### src/rtl/inst_fetch_unit_pkg.sv
// Shared definitions for the instruction-fetch unit.
//   RESET_VECTOR : default fetch address after reset
//   IFU_DEPTH    : default prefetch queue depth
//   ifu_entry_t  : one queued word, instruction plus the PC it was fetched from
//   align_word() : clears the byte-offset bits of an address
package inst_fetch_unit_pkg;

    localparam logic [31:0] RESET_VECTOR = 32'h0000_0000;
    localparam int          IFU_DEPTH    = 4;

    typedef struct packed {
        logic [31:0] data;
        logic [31:0] pc;
    } ifu_entry_t;

    function automatic logic [31:0] align_word(input logic [31:0] addr);
        return {addr[31:2], 2'b00};
    endfunction

endpackage

### src/rtl/inst_fetch_unit_sync_fifo.sv
// Synchronous FIFO with push/pop/flush, occupancy count and a registered head.
// The head register keeps its last value when the FIFO drains or is flushed.
//   clk, rst_n : clock, async active-low reset
//   push       : write push_data (ignored when full unless popping too)
//   push_data  : WIDTH-bit entry
//   pop        : remove head (ignored when empty)
//   flush      : empty the FIFO; overrides push and pop
//   valid      : FIFO not empty
//   head       : oldest entry
//   count      : number of stored entries
module inst_fetch_unit_sync_fifo #(
    parameter int WIDTH = 64,
    parameter int DEPTH = 4
) (
    input  logic                       clk,
    input  logic                       rst_n,
    input  logic                       push,
    input  logic [WIDTH-1:0]           push_data,
    input  logic                       pop,
    input  logic                       flush,
    output logic                       valid,
    output logic [WIDTH-1:0]           head,
    output logic [$clog2(DEPTH+1)-1:0] count
);

    localparam int AW = $clog2(DEPTH);
    localparam int CW = $clog2(DEPTH+1);

    logic [WIDTH-1:0] mem [DEPTH];
    logic [AW-1:0]    rd_ptr;
    logic [AW-1:0]    wr_ptr;
    logic [AW-1:0]    rd_ptr_nxt;
    logic             full;
    logic             do_push;
    logic             do_pop;
    logic [CW-1:0]    remaining;

    assign full       = (count == CW'(DEPTH));
    assign do_pop     = pop & (count != '0) & ~flush;
    assign do_push    = push & (~full | do_pop) & ~flush;
    assign rd_ptr_nxt = do_pop ? rd_ptr + AW'(1) : rd_ptr;
    // entries left once this cycle's pop is taken, before this cycle's push
    assign remaining  = count - CW'(do_pop);
    assign valid      = (count != '0);

    always_ff @(posedge clk) begin
        if (do_push) begin
            mem[wr_ptr] <= push_data;
        end
    end

    always_ff @(posedge clk or negedge rst_n) begin
        if (!rst_n) begin
            rd_ptr <= '0;
            wr_ptr <= '0;
            count  <= '0;
            head   <= '0;
        end else if (flush) begin
            rd_ptr <= '0;
            wr_ptr <= '0;
            count  <= '0;
        end else begin
            if (do_push) begin
                wr_ptr <= wr_ptr + AW'(1);
            end
            rd_ptr <= rd_ptr_nxt;
            count  <= remaining + CW'(do_push);
            // If older entries remain, the new head is already in memory;
            // otherwise a word pushed into an empty slot becomes the head.
            if (remaining != '0) begin
                head <= mem[rd_ptr_nxt];
            end else if (do_push) begin
                head <= push_data;
            end
        end
    end

endmodule

### src/rtl/inst_fetch_unit.sv
// Decoupled instruction-fetch stage. Issues pipelined requests to instruction
// memory, buffers returned words with their PC in a prefetch queue and hands
// them to decode over valid/ready. A redirect flushes the queue and marks
// every in-flight response as stale.
//   clk, rst_n         : clock, async active-low reset
//   o_imem_req/addr    : memory request and word-aligned fetch address
//   i_imem_gnt         : request accepted this cycle
//   i_imem_rvalid/rdata: in-order read response
//   i_redirect/_addr   : taken branch/jump and its target
//   o_inst_valid/data/pc, i_inst_ready : decode handshake, queue head
//   o_fetch_misaligned : sticky, last redirect target was not word aligned
module inst_fetch_unit
    import inst_fetch_unit_pkg::*;
#(
    parameter logic [31:0] RESET_PC        = RESET_VECTOR,
    parameter int          DEPTH           = IFU_DEPTH,
    parameter int          MAX_OUTSTANDING = 2
) (
    input  logic        clk,
    input  logic        rst_n,
    output logic        o_imem_req,
    output logic [31:0] o_imem_addr,
    input  logic        i_imem_gnt,
    input  logic        i_imem_rvalid,
    input  logic [31:0] i_imem_rdata,
    input  logic        i_redirect,
    input  logic [31:0] i_redirect_addr,
    output logic        o_inst_valid,
    output logic [31:0] o_inst_data,
    output logic [31:0] o_inst_pc,
    input  logic        i_inst_ready,
    output logic        o_fetch_misaligned
);

    localparam int OW = $clog2(MAX_OUTSTANDING+1);
    localparam int CW = $clog2(DEPTH+1);

    logic [31:0]   fetch_pc;
    logic [31:0]   resp_pc;
    logic [OW-1:0] outstanding;
    logic [OW-1:0] discard;
    logic          misaligned;
    logic          credit_ok;
    logic          grant;
    logic          push;
    logic          pop;
    logic [CW-1:0] fifo_count;
    ifu_entry_t    push_entry;
    ifu_entry_t    head_entry;
    logic [63:0]   head_bits;

    // Queued words plus words still in flight never exceed the queue depth,
    // so every response is guaranteed a slot.
    assign credit_ok = ((32'(fifo_count) + 32'(outstanding)) < 32'(DEPTH)) &&
                       (32'(outstanding) < 32'(MAX_OUTSTANDING));

    assign o_imem_req  = rst_n & ~i_redirect & ~misaligned & credit_ok;
    assign o_imem_addr = fetch_pc;
    assign grant       = o_imem_req & i_imem_gnt;
    assign push        = i_imem_rvalid & (discard == '0) & ~i_redirect;
    assign pop         = i_inst_ready & o_inst_valid & ~i_redirect;

    assign push_entry = '{data: i_imem_rdata, pc: resp_pc};
    assign head_entry = ifu_entry_t'(head_bits);

    assign o_inst_data        = head_entry.data;
    assign o_inst_pc          = head_entry.pc;
    assign o_fetch_misaligned = misaligned;

    inst_fetch_unit_sync_fifo #(
        .WIDTH (64),
        .DEPTH (DEPTH)
    ) u_queue (
        .clk       (clk),
        .rst_n     (rst_n),
        .push      (push),
        .push_data (push_entry),
        .pop       (pop),
        .flush     (i_redirect),
        .valid     (o_inst_valid),
        .head      (head_bits),
        .count     (fifo_count)
    );

    always_ff @(posedge clk or negedge rst_n) begin
        if (!rst_n) begin
            fetch_pc    <= RESET_PC;
            resp_pc     <= RESET_PC;
            outstanding <= '0;
            discard     <= '0;
            misaligned  <= 1'b0;
        end else if (i_redirect) begin
            fetch_pc    <= align_word(i_redirect_addr);
            resp_pc     <= align_word(i_redirect_addr);
            // No grant can happen during a redirect; everything still in
            // flight after this cycle's response is stale.
            outstanding <= outstanding - OW'(i_imem_rvalid);
            discard     <= outstanding - OW'(i_imem_rvalid);
            misaligned  <= |i_redirect_addr[1:0];
        end else begin
            if (grant) begin
                fetch_pc <= fetch_pc + 32'd4;
            end
            if (grant && !i_imem_rvalid) begin
                outstanding <= outstanding + OW'(1);
            end else if (!grant && i_imem_rvalid) begin
                outstanding <= outstanding - OW'(1);
            end
            if (i_imem_rvalid) begin
                if (discard != '0) begin
                    discard <= discard - OW'(1);
                end else begin
                    resp_pc <= resp_pc + 32'd4;
                end
            end
        end
    end

endmodule

### config.mk
export PLATFORM = sky130hd
export DESIGN_NAME = inst_fetch_unit
export DESIGN_NICKNAME = d
export VERILOG_FILES = /design/src/rtl/inst_fetch_unit_pkg.sv /design/src/rtl/inst_fetch_unit_sync_fifo.sv /design/src/rtl/inst_fetch_unit.sv
export SDC_FILE = /design/constraint.sdc
export NUM_CORES = 1
export LEC_CHECK = 0
export ABC_AREA = 1
export BUFFER_PORTS_ARGS = -buffer_cell sky130_fd_sc_hd__buf_2
export CAP_MARGIN = 20
export CORE_ASPECT_RATIO = 1.75
export CORE_UTILIZATION = 39
export DETAILED_ROUTE_END_ITERATION = 6
export GPL_TIMING_DRIVEN = 0
export PLACE_DENSITY_LB_ADDON = 0.1
export SLEW_MARGIN = 20
export SYNTH_ARGS = -nofsm -noshare
export SYNTH_HDL_FRONTEND = slang
export SYNTH_SLANG_ARGS = --single-unit
### constraint.sdc
create_clock -name clk -period 6.9 [get_ports clk]
set_input_delay 0.345 -clock clk [delete_from_list [all_inputs] [get_ports clk]]
set_output_delay 0.345 -clock clk [all_outputs]
set_load 0.1 [all_outputs]
; ---- Yosys cells after proc, flatten, opt, wreduce, memory -nomap -nowiden
; Memory sizes are Yosys's and may differ from the RTL's.
; Index checks and enable logic that the tools add are counted.
[totals]
register_bits = 140
n_memories = 1
output_inout_bits = 99
mem_bits_rw = 256
inputBits = 70
elab_cells = 80
[op_classes]
eq_ne = 2
n_addsub = 11
n_mux = 20
bitwise_logic = 16
reduce_logical = 19
magnitude_cmp = 2
[memory_table]
columns = name, words, word_bits, rd, rd_clocked_by_memory_dff, write_ports, line
row1 = u_queue.mem, 4, 64, 1, 0, 1, inst_fetch_unit_sync_fifo.sv:29  ; logic [WIDTH-1:0] mem [DEPTH];
[op_table]
columns = operator, count
row1 = 2-to-1 mux 32 bit, 5
row2 = 2-to-1 mux 64 bit, 2
row3 = "adder 32 x 3 -> 32 bit, second input constant", 2
row4 = 2-to-1 mux 2 bit, 10
row5 = AND 1 bit, 12
row6 = nonzero test 2 bit, 6
row7 = nonzero test 3 bit, 3
row8 = "adder 2 x 1 -> 2 bit, second input constant", 3
row9 = AND reduction 2 bit, 3
row10 = adder 3 x 2 -> 4 bit, 1
row11 = "< comparator 4 x 3 -> 1 bit, second input constant", 1
row12 = "subtractor 2 x 1 -> 2 bit, second input constant", 2
row13 = adder 3 x 1 -> 3 bit, 1
row14 = "equality test 3 bit, second input constant", 1
row15 = logical AND 1 bit, 3
row16 = 2-to-1 mux 3 bit, 1
row17 = inverter 1 bit, 3
row18 = subtractor 3 x 1 -> 3 bit, 1
row19 = logical NOT 1 bit, 2
row20 = logical NOT 2 bit, 1
row21 = "< comparator 2 bit, second input constant", 1
row22 = 2-to-1 mux 1 bit, 2
row23 = "!= test 2 bit, second input constant", 1
row24 = OR reduction 2 bit, 1
row25 = other kinds (2), 2

; ---- Longest topological paths before layout
[depth]
depth_word = 10
mapped_depth = 14
depth_no_buf = 12

; ---- Modules after synthesis
; Synthesis repeated with hierarchy kept, for this count alone.
[unflattened]
hier_cells = 2234
area_unflattened_um2 = 19261.0
[modules_own_cells]
columns = mod, cells_per_inst, seq_area_each_um2, n_inst, area_per_inst_um2
row1 = inst_fetch_unit_sync_fifo, 1498, 9464.1, 1, 14572.7
row2 = inst_fetch_unit, 736, 1626.6, 1, 4688.2

; ---- Worst setup path before layout
; No wires, ideal clock.
[synth_path]
path_type = reg-to-reg
startpoint = reg discard[0]
endpoint = mem u_queue.mem[0][10] (enable)
n_path_buf = 0
t_required_ns = 6.418
setup_ns = 0.482
period_less_slack_ns = 4.124
stages_incl_launch_ff = 7
arrival_ns = 3.642
setup_slack_ns = 2.776
path_cell_list = dfrtp_1 > inv_1 > ha_1 > nand2_1 > nor2_2 > nand2_1 > nor2_1
[synth_via]
elab_chain_cells = 7
[synth_rtl]
columns = element, line
row1 = start: declaration, inst_fetch_unit.sv:41  ; logic [OW-1:0] discard;
row2 = start signal: assignment, inst_fetch_unit.sv:98  ; discard <= outstanding - OW'(i_imem_rvalid);
row3 = start signal: assignment, inst_fetch_unit.sv:111  ; discard <= discard - OW'(1);
row4 = logical NOT 2 bit, inst_fetch_unit.sv:60  ; assign push = i_imem_rvalid & (discard == '0) & ~i_redirect;
row5 = AND 1 bit (2 in a row), inst_fetch_unit.sv:60
row6 = AND 1 bit (2 in a row), inst_fetch_unit_sync_fifo.sv:40  ; assign do_push = push & (~full | do_pop) & ~flush;
row7 = 2-to-1 mux 1 bit, inst_fetch_unit_sync_fifo.sv:47  ; if (do_push) begin
row8 = 2-to-1 mux 1 bit (not written as such), inst_fetch_unit_sync_fifo.sv:48  ; mem[wr_ptr] <= push_data;
row9 = end: declaration, inst_fetch_unit_sync_fifo.sv:29
; No other way between the ends.

; ---- Worst setup path in the final report
[layout_path]
startpoint = reg u_queue.count[1]
endpoint = reg u_queue.head[19]
[layout_via]
elab_chain_cells = 10
word_cells_on_any_way = 17
classes_between = add/sub: 1 / eq/ne: 1 / mux: 2 / bitwise: 8 / reduce/logical: 4 / memory: 1
[layout_rtl]
columns = element, line
row1 = start: declaration, inst_fetch_unit_sync_fifo.sv:23  ; output logic [$clog2(DEPTH+1)-1:0] count
row2 = start signal: assignment, inst_fetch_unit_sync_fifo.sv:67  ; count <= remaining + CW'(do_push);
row3 = branches (longest 10 deep; another with subtractor 3 x 1 -> 3 bit), --
row4 = end signal: assignment, inst_fetch_unit_sync_fifo.sv:71  ; head <= mem[rd_ptr_nxt];
row5 = end signal: assignment, inst_fetch_unit_sync_fifo.sv:73  ; head <= push_data;
row6 = end: declaration, inst_fetch_unit_sync_fifo.sv:22  ; output logic [WIDTH-1:0] head,
; Parallel ways; which one is timed is not known.
; A chain may end at the register's enable or synchronous reset.

==> impl_results.md <==
- Total gr overflow: 0
- CTS tree: done
- Run status: complete, no violations
- TritonRoute pass-1 iters: 5
- CTS Sinks: 382
- First-pass GRT wire length: 87100 um
- Die Footprint: between 40000 and 50000 um2
- Post_cts resized: 0
- Net count, final: between 2000 and 2500
- Final setup viols: 0
- Syn Area/Cell: between 9 and 10 um2
- Post-DR wirelength/cell: around 21 um
- PD cells: 450 nW/um2
- CTS max path bufs: 3
- Post-Synth Adder-Cell Area: 0.00907
- Initial DRC Count: roughly 830
- Count of cell types in the netlist: 36
- Final non-filler cell total: 2792
- Largest net degree at the start of global routing: a little under 90
- Reg area: roughly 11000 um2
- Synthesized cell area: roughly 18000 um2
- Static Leak: around 0.0092 uW
- DP Wirelength: roughly 42000 um
- # H-tree levels: 2
- Post-Synth Simple-Gate Area: 0.280
- Synth Flop Type: edfxtp_1
- Critical Path AT: between 4000 and 5000 ps
- Post-synth EDFFs: ~250
- CTS buffer count: 38
- Max Clk Rate: 269 MHz
- Routed vias: between 10000 and 15000
- Register-to-register path setup slack: between 3000 and 4000 ps
- Mux cell area share after synthesis: 0
- Clock latency at the later pin of the worst-skew pair: 540 ps
- Num rows: 103
- Drt via density: 5.18
- Die X-Extent: ~160 um
- Largest family of logic cells by synthesized area: simple AND/OR/NAND/NOR gates
- Max-Cap Viols: 0
- Startpoint Class: flip-flop
- Starting Density: 0.396
- CP endpoint kind: flip-flop
- Area delta synth->final: 18.2%
- Hold path cells: 1
- R2R Path Start: u_queue.count[1]
- Post-Route WL: 57700 um
- Fillers: around 4400
- Worst r2r dst: u_queue.head[19]
- Worst Tran Pin Value: slightly below 900 ps
- Tcrit/Tclk final: 0.539
- Slew HR: 0.424
- Number of global-route vias before repair: 14700
- Fin. Hold Viols: 0
- Compound-Gate Fraction of Synth Area: 0.0342
- Critical path peak fanout: 10
- Final RePlAce weighted congestion: 0.954
- Die H: around 290 um
- Crit path required time: 7370 ps
- Path depth of the worst reg2reg path: 13
- Share of layout cells above drive strength 1: 0.130
- Reg clk slew, reported paths: approximately 70 ps
- Root buffer cell: clkbuf_16
- WHS Endpoint: u_queue.mem[2][53]
- Post-Route Utilization: 0.469
- Sequential share of the synthesized area: 0.602
- Worst Skew: about 19 ps
- Core area: between 40000 and 50000 um2
- N_diodes: 0
- Antenna Violating Nets Remaining: 0
- Residual DRC: 0
- RSZ-0062 raised after global routing: no
- Most common cell after layout, fill and taps aside: nand2_1
- Num ports: about 170
- Total Routing Usage GR: 0.251
- Placed insts: 2722
- Worst Hold Class: in -> reg
- Min Clock Period, post-route: ~3700 ps
- Post-Synthesis Cells: between 1500 and 2000
- Critical path class: reg -> reg
- XOR/XNOR Fraction of Synth Area: 0.0171
- Initial antenna violation count: 0
- Peak supply drop: ~0.34 mV
- Area of the multi-input gates: between 6000 and 7000 um2
- Pins Over Slew Limit: 0
- Hold Path Origin: i_imem_rdata[21]
- Most frequent cells in the layout: nand2_1, edfxtp_1, nand3_1
- Async SR Flop Fraction: 0.351
- IO Port Bufs: roughly 160
- YS warnings: 0
- #FFs+latches synth: approximately 380
flip-flops by register name, summed over array words and instances (netlist names), 3 cells and up:
| name | cells |
|---|---|
| o_imem_addr | 30 |
| u_queue.mem | 248 |
| u_queue.count | 3 |
| resp_pc | 30 |
| u_queue.head | 62 |
stage by stage:
stage          total power [uW]  area (um2)  hold slack (ps)  setup TNS (ps)  worst slack [ps]
2_1_floorplan              6150       17900             49.4               0              2780
3_3_place_gp               7320       19500              458           -9590              -169
3_5_place_dp               7370       19800              295               0              3160
4_1_cts                    9630       21200             26.1               0              3120
5_1_grt                   10000       21200             32.4               0              2950
6_report                   9540       21200             52.5               0              3180
final cells by class:
cell class / instances / share of cell area
sequential: 382 / 0.510
multi-input combinational: 1327 / 0.290
timing repair buffer: 178 / 0.0544
clock buffer: 53 / 0.0514
tap: 577 / 0.0341
inverter: 162 / 0.0287
buffer: 97 / 0.0200
clock inverter: 16 / 0.0117
synthesized netlist by cell type (4+ instances only):
library cell / number / area (um2)
nand2_1: 656 / 2460
inv_1: 154 / 578
nand3b_1: 61 / 458
buf_1: 18 / 67.6
o21ai_0: 25 / 125
xnor2_1: 7 / 61.3
dfrtp_1: 134 / 3350
inv_2: 7 / 26.3
o221ai_1: 4 / 35.0
nor3_1: 19 / 95.1
a21oi_1: 45 / 225
o211ai_1: 15 / 113
ha_1: 13 / 163
edfxtp_1: 248 / 7450
nor2_1: 164 / 616
buf_2: 24 / 120
xor2_1: 28 / 245
nand3_1: 245 / 1230
clkbuf_1: 47 / 176
o21ai_1: 4 / 20.0
nand4_1: 15 / 93.8
buf_4: 8 / 60.1
how the worst max path moves through the flow:
stage | slack, ps | endpoint | start | cells past startpoint
2_1_floorplan | 2780 | u_queue.mem[0][10] | discard[0] | 6
3_3_place_gp | -170 | u_queue.mem[0][41] | discard[0] | 6
3_5_place_dp | 3160 | u_queue.head[20] | u_queue.count[1] | 13
4_1_cts | 3120 | u_queue.head[19] | u_queue.count[1] | 13
5_1_grt | 2950 | u_queue.head[20] | u_queue.count[1] | 13
6_report | 3180 | u_queue.head[19] | u_queue.count[1] | 13
kinds of logic after synthesis:
kind of cell	after synthesis
AO/OA/AOI/OAI	106
buffers and inverters	259
flip-flops	382
XOR/XNOR	35
other	1
adder cells (fa/ha/maj)	13
AND/OR/NAND/NOR	1169
metal layers:
metal  part of all wire  track usage  up-vias
met5                  0            0        -
met4              0.060        0.149        0
met3              0.039       0.0246      150
met2               0.53        0.463      447
met1               0.37        0.274     6925
li1                   -            -     6933
where the power goes:
part / internal, uW / switching, uW / total (uW) / leakage [uW]
Sequential: 2800 / 252 / 3050 / 0.00388
Clock: 1330 / 912 / 2250 / 0.000645
Combinational: 852 / 3380 / 4240 / 0.00471
worst max-delay path: stages, from the launching register on:
cell     delay (ps)
dfrtp_1         410
nor2_1          140
nand2_1         170
nand2_1         190
inv_1            70
ha_1            180
ha_1            190
xnor2_1         260
nand3_2         420
o21ai_2         540
buf_2           460
buf_2           410
nand2_1          80
nand2_1          90
repair_timing:
| item | in CTS | in global routing |
|---|---|---|
| hold buffers | 1 | 0 |
| setup buffers | 0 | 0 |
| endpoints found under the setup margin | 0 | 0 |
| endpoints found under the hold margin | 49 | 0 |
Note: power is estimated with default switching activity, not from simulation.
